**src/rtl/branch_resolve_buffer.sv**
```systemverilog
// Branch resolve buffer: collects branch-FU resolutions, raises the oldest-mispredict redirect
// and drains predictor updates in arrival order. Optional counters: BRANCH_RESOLVE_STATS_EN.
module branch_resolve_buffer #(
   parameter int IN_WIDTH  = 2,
   parameter int OUT_WIDTH = 1,
   parameter int DEPTH     = 8,
   parameter int PC_W      = 32,
   parameter int ROB_IDX_W = 5
) (
   input  logic                                 clock,
   input  logic                                 reset,
   input  logic [IN_WIDTH-1:0]                  in_valid,
   input  logic [IN_WIDTH-1:0]                  in_taken,
   input  logic [IN_WIDTH-1:0]                  in_mispredict,
   input  logic [IN_WIDTH-1:0][PC_W-1:0]        in_source_pc,
   input  logic [IN_WIDTH-1:0][PC_W-1:0]        in_target_pc,
   input  logic [IN_WIDTH-1:0][ROB_IDX_W-1:0]   in_rob_index,
   output logic                                 in_ready,
   input  logic [ROB_IDX_W-1:0]                 rob_head,
   output logic                                 flush_valid,
   output logic [PC_W-1:0]                      flush_target_pc,
   output logic [ROB_IDX_W-1:0]                 flush_rob_index,
   output logic [OUT_WIDTH-1:0]                 out_valid,
   output logic [OUT_WIDTH-1:0][PC_W-1:0]       out_source_pc,
   output logic [OUT_WIDTH-1:0][PC_W-1:0]       out_target_pc,
   output logic [OUT_WIDTH-1:0]                 out_taken,
   input  logic                                 out_ready,
   output logic [31:0]                          stat_resolved,
   output logic [31:0]                          stat_mispredict
);

   localparam int PTR_W = $clog2(DEPTH);
   localparam int CNT_W = $clog2(DEPTH + 1);

   typedef logic [PTR_W-1:0]     ptr_t;
   typedef logic [CNT_W-1:0]     cnt_t;
   typedef logic [ROB_IDX_W-1:0] rob_t;

   // Age relative to the ROB head; modular subtraction makes wrap-around transparent.
   function automatic rob_t ageOf(input rob_t idx, input rob_t origin);
      return idx - origin;
   endfunction

   logic [PC_W-1:0] src_q [DEPTH];
   logic [PC_W-1:0] tgt_q [DEPTH];
   rob_t            rob_q [DEPTH];
   logic [DEPTH-1:0] taken_q;
   logic [DEPTH-1:0] live_q, live_d;

   ptr_t head_q, tail_q;
   cnt_t count_q;

   logic            flush_valid_q, flush_valid_d;
   logic [PC_W-1:0] flush_tgt_q;
   rob_t            flush_rob_q;

   rob_t                flush_age;
   rob_t                lane_age [IN_WIDTH];
   cnt_t                lane_off [IN_WIDTH];
   logic [IN_WIDTH-1:0] acc;
   cnt_t                enq_cnt, deq_cnt;
   logic                cand_found;
   rob_t                cand_age, cand_rob;
   logic [PC_W-1:0]     cand_tgt;

   ptr_t                 win_slot [OUT_WIDTH];
   logic [OUT_WIDTH-1:0] win_occ;
   logic                 dead_run;

   assign in_ready        = ((cnt_t'(DEPTH) - count_q) >= cnt_t'(IN_WIDTH));
   assign flush_valid     = flush_valid_q;
   assign flush_target_pc = flush_tgt_q;
   assign flush_rob_index = flush_rob_q;

   // Lane acceptance, compaction offsets and selection of the oldest accepted mispredict.
   always_comb begin
      flush_age  = ageOf(flush_rob_q, rob_head);
      acc        = '0;
      enq_cnt    = '0;
      cand_found = 1'b0;
      cand_age   = '0;
      cand_rob   = '0;
      cand_tgt   = '0;
      for (int i = 0; i < IN_WIDTH; i++) begin
         lane_age[i] = ageOf(in_rob_index[i], rob_head);
         lane_off[i] = enq_cnt;
         if (in_valid[i] && in_ready && !(flush_valid_q && (lane_age[i] > flush_age))) begin
            acc[i]  = 1'b1;
            enq_cnt = enq_cnt + cnt_t'(1);
            if (in_mispredict[i] && (!cand_found || (lane_age[i] < cand_age))) begin
               cand_found = 1'b1;
               cand_age   = lane_age[i];
               cand_rob   = in_rob_index[i];
               cand_tgt   = in_target_pc[i];
            end
         end
      end
      flush_valid_d = cand_found && (!flush_valid_q || (cand_age < flush_age));
   end

   // Output window; dead entries at the front are discarded even when the predictor stalls.
   always_comb begin
      deq_cnt       = '0;
      dead_run      = 1'b1;
      out_valid     = '0;
      out_source_pc = '0;
      out_target_pc = '0;
      out_taken     = '0;
      for (int k = 0; k < OUT_WIDTH; k++) begin
         win_slot[k]      = head_q + ptr_t'(k);
         win_occ[k]       = (cnt_t'(k) < count_q);
         out_valid[k]     = win_occ[k] && live_q[win_slot[k]];
         out_source_pc[k] = src_q[win_slot[k]];
         out_target_pc[k] = tgt_q[win_slot[k]];
         out_taken[k]     = taken_q[win_slot[k]];
         if (win_occ[k] && (out_ready || (dead_run && !live_q[win_slot[k]])))
            deq_cnt = deq_cnt + cnt_t'(1);
         if (!(win_occ[k] && !live_q[win_slot[k]]))
            dead_run = 1'b0;
      end
   end

   always_comb begin
      live_d = live_q;
      for (int k = 0; k < OUT_WIDTH; k++)
         if (cnt_t'(k) < deq_cnt)
            live_d[head_q + ptr_t'(k)] = 1'b0;
      if (flush_valid_q)
         for (int j = 0; j < DEPTH; j++)
            if (ageOf(rob_q[j], rob_head) > flush_age)
               live_d[j] = 1'b0;
      for (int i = 0; i < IN_WIDTH; i++)
         if (acc[i])
            live_d[tail_q + ptr_t'(lane_off[i])] = 1'b1;
   end

   always_ff @(posedge clock or posedge reset) begin
      if (reset) begin
         head_q        <= '0;
         tail_q        <= '0;
         count_q       <= '0;
         live_q        <= '0;
         flush_valid_q <= 1'b0;
         flush_tgt_q   <= '0;
         flush_rob_q   <= '0;
      end else begin
         head_q        <= head_q + ptr_t'(deq_cnt);
         tail_q        <= tail_q + ptr_t'(enq_cnt);
         count_q       <= count_q + enq_cnt - deq_cnt;
         live_q        <= live_d;
         flush_valid_q <= flush_valid_d;
         if (flush_valid_d) begin
            flush_tgt_q <= cand_tgt;
            flush_rob_q <= cand_rob;
         end
      end
   end

   // Payload storage needs no reset: live bits alone decide what is meaningful.
   always_ff @(posedge clock) begin
      for (int i = 0; i < IN_WIDTH; i++) begin
         if (acc[i]) begin
            src_q[tail_q + ptr_t'(lane_off[i])]   <= in_source_pc[i];
            tgt_q[tail_q + ptr_t'(lane_off[i])]   <= in_target_pc[i];
            rob_q[tail_q + ptr_t'(lane_off[i])]   <= in_rob_index[i];
            taken_q[tail_q + ptr_t'(lane_off[i])] <= in_taken[i];
         end
      end
   end

`ifdef BRANCH_RESOLVE_STATS_EN
   logic [31:0] stat_res_q, stat_mp_q;
   cnt_t        mp_cnt;

   always_comb begin
      mp_cnt = '0;
      for (int i = 0; i < IN_WIDTH; i++)
         if (acc[i] && in_mispredict[i])
            mp_cnt = mp_cnt + cnt_t'(1);
   end

   always_ff @(posedge clock or posedge reset) begin
      if (reset) begin
         stat_res_q <= '0;
         stat_mp_q  <= '0;
      end else begin
         stat_res_q <= stat_res_q + 32'(enq_cnt);
         stat_mp_q  <= stat_mp_q + 32'(mp_cnt);
      end
   end

   assign stat_resolved   = stat_res_q;
   assign stat_mispredict = stat_mp_q;
`else
   assign stat_resolved   = '0;
   assign stat_mispredict = '0;
`endif

endmodule
```
**config.mk**
```make
export PLATFORM = sky130hd
export DESIGN_NAME = branch_resolve_buffer
export DESIGN_NICKNAME = d
export VERILOG_FILES = /design/src/rtl/branch_resolve_buffer.sv
export SDC_FILE = /design/constraint.sdc
export NUM_CORES = 1
export LEC_CHECK = 0
export CAP_MARGIN = 20
export CORE_MARGIN = 1
export CORE_UTILIZATION = 35
export DETAILED_ROUTE_END_ITERATION = 7
export PLACE_DENSITY = 0.61
export SETUP_SLACK_MARGIN = 0.05
export SYNTH_ARGS = -nofsm -noshare
export SYNTH_HDL_FRONTEND = slang
export SYNTH_SLANG_ARGS = --single-unit
```
**constraint.sdc**
```tcl
create_clock -name clock -period 25.4 [get_ports clock]
set_clock_uncertainty 0.2 [all_clocks]
set_input_delay 6.35 -clock clock [delete_from_list [all_inputs] [get_ports clock]]
set_output_delay 6.35 -clock clock [all_outputs]
set_load 0.01 [all_outputs]
```
==> results.toml <==
[run_status]
outcome = "complete, no violations"

[route]
drt-met1-wl_um = 44800
drc = 0
wl_met2_um = 51800
viasPerCell = 5.58
dr.first_iter.drc_count = 1802
wl_um = 106000
drt-pass1-iter-count = 7
wl_per_cell_um = 27.1
met3_length_um = 6610
num_vias = 21786
antenna_left = 0
dr.max_layer_used = "met5"

[clock_tree]
clkLatencyLatePin_ps = 610
cts_inserted_buffers = 71
root_buffer = "clkbuf_16"
ctsHoldBuffers = 0
cts_max_level = 3
cts_setup_buffers = 0
cts_tree = "built"
clk_pin_slew_ps = 60
post_cts_resized = 0
clkSinkCount = 616
clockBufferDepth = 3

[worst_setup_path]
cp.required_ps = 25710
start_kind = "input port"
cp_max_fo = 60
r2r_cells = 28
reg2reg_from = "flush_rob_index[0]"
slowest_stage = "clkdlybuf4s50_1"
crit_arrival_ps = 14770
cp_top_family = "simple AND/OR/NAND/NOR gates"
r2r-end = "flush_target_pc[8]"
r2r_slack_ps = 16970
max_stage_delay_ps = 820
path_buf_inv = 4
end_kind = "flop"
crit_type = "in2reg"

[finish]
antenna-diode-count = 0
fill_cells = 8469
fin_area_um2 = 39000
final_nets = 2863
syn2layout_area_growth_pct = 17.9
layout-drive-gt1-share = 0.278

[sta]
maxClockFrequency_mhz = 69.1
fin_crit_ps = 14470
fin_tns_setup_ps = 0
worstMarginPinSlew_ps = 1110
setup_viol = 0
maxSlewHeadroom = 0.261
rsz0062_at_grt = "no"
post-route-period-util = 0.570
slew_viol_final = 0
whs_ps = 311
final-hold-violation-count = 0

[synthesis]
async_flop_share = 0.0909
synth-seq-cells = 616
syn_avg_cell_area_um2 = 14.0
synth_flop_cell = "edfxtp_1"
synth_xor_area_frac = 0.0172
synthCells = 2367
synthAdderAreaFrac = 0.0501
yosys.area_share.simple = 0.0430
synth_top_family_by_area = "multiplexers"
synth_compound_area_frac = 0.0925
synth-edff-count = 552
syn_area_um2 = 33100
yosysUniqueCellTypes = 77
synth-seq-area-share = 0.548
synth_mux_area_frac = 0.203
yosys_warnings = 0

[die]
io_pins = 321
dieArea_um2 = 95700
chipWidth_um = 309
core-area_um2 = 93500
rows = 112
initial_utilization = 0.354
dieHeight_um = 309

[grt]
grt_max_degree = 61
grt_pass1_vias = 22595
antenna_found_initial = 10
track_usage = 0.218
overflow = 0
grt_pass1_wl_um = 153000

[power_and_ir_drop]
p_seq_frac = 0.332
p_leak_nw = 13.4
swShare = 0.387
p_per_area_nw_per_um2 = 132
ir_drop_mv = 0.119
power_switching_w = 0.00200
clkPwrFrac = 0.204
comb_power_share = 0.464
finalPower_w = 0.00515
power.internal_w = 0.00316

[hold_path]
hold_path_end = "live_q[0]"
hold_path_depth = 1
hold_path.startpoint = "live_q[0]"
worst_hold_path_type = "reg2reg"

[place]
hpwl_um = 61900
numPortBuffers = 256
dpl-instance-area_um2 = 36600
routabilityCongestion = 0.864

[job]
drv_cap = 0
cell families after synthesis:
| family | Yosys count |
|---|---|
| flip-flops | 616 |
| AO/OA/AOI/OAI | 431 |
| AND/OR/NAND/NOR | 275 |
| adder cells (fa/ha/maj) | 126 |
| buffers and inverters | 266 |
| multiplexers | 591 |
| XOR/XNOR | 61 |
| other | 1 |
worst max path at each step:
stage | startpoint | endpoint | slack, ps | depth (start not counted)
floorplan | rob_head[1] | rob_q[7][0] | 11070 | 15
global placement | rob_head[0] | flush_target_pc[11] | 10460 | 32
detailed placement | rob_head[0] | flush_target_pc[8] | 10370 | 28
CTS | rob_head[0] | flush_target_pc[8] | 11020 | 28
global route | rob_head[0] | flush_target_pc[16] | 10450 | 28
finish | rob_head[0] | flush_target_pc[8] | 10930 | 28
sequential cells by signal, summed over array words and instances (netlist names):
signal	flops
flush_rob_index	5
live_q	8
rob_q	40
taken_q	8
head_q	3
count_q	4
tail_q	3
src_q	256
flush_target_pc	32
tgt_q	256
flush_valid	1
synth_stat cells, drive strengths merged, types with 13 or more instances:
cell type,instances,area (um^2)
a21oi,33,173
mux2,581,6610
a22oi,263,1970
nor2,18,72.6
ha,105,1310
buf,142,1050
nand2,124,473
edfxtp,552,16600
o21ai,59,295
dfrtp,56,1400
nand3,15,75.1
clkbuf,70,264
a21o,28,210
inv,52,195
xnor2,44,412
nand4,66,428
fa,13,260
xor2,17,156
power groups by stage:
stage / clock network (W) / logic (W) / registers [W]
floorplan: 0 / 0.00140 / 0.00172
global placement: 0 / 0.00237 / 0.00171
detailed placement: 0 / 0.00240 / 0.00173
CTS: 0.00107 / 0.00242 / 0.00171
global route: 0.00111 / 0.00256 / 0.00174
finish: 0.00105 / 0.00239 / 0.00171
cell type report:
class	count	area (um^2)	area share
flip-flops and latches	616	18100	0.465
well taps	1254	1570	0.0402
clock buffers	97	2000	0.0512
inverters	54	203	0.00520
repair buffers	302	2910	0.0746
multi-input cells	1548	13800	0.354
clock inverters	35	388	0.00995
per-layer routing:
layer,global-route usage,up-vias
met5,0,-
met4,0.0611,20
met3,0.0373,181
met2,0.374,773
met1,0.283,11196
li1,-,9616
stage by stage:
| step | cells | worst slack [ps] | util |
|---|---|---|---|
| 4_1_cts | 3906 | 11020 | 0.417 |
| 2_1_floorplan | 2430 | 11070 | - |
| 3_5_place_dp | 3774 | 10370 | 0.392 |
| 5_1_grt | 3906 | 10450 | 0.417 |
| 3_3_place_gp | 3774 | 10460 | 0.392 |
| 6_report | 3906 | 10930 | 0.417 |
cells in the final DEF (no fill, tap or decap), types with 42 or more instances in the layout:
master             n
conb_1            64
a22oi_1          263
nand4_1           65
mux2_2           518
mux2_1            45
nand2_1          123
clkdlybuf4s50_1  256
dfrtp_1           56
clkbuf_16         73
ha_1             105
xnor2_1           42
o21ai_0           58
buf_4             46
edfxtp_1         552
inv_1             51
Note: power is estimated with default switching activity, not from simulation.
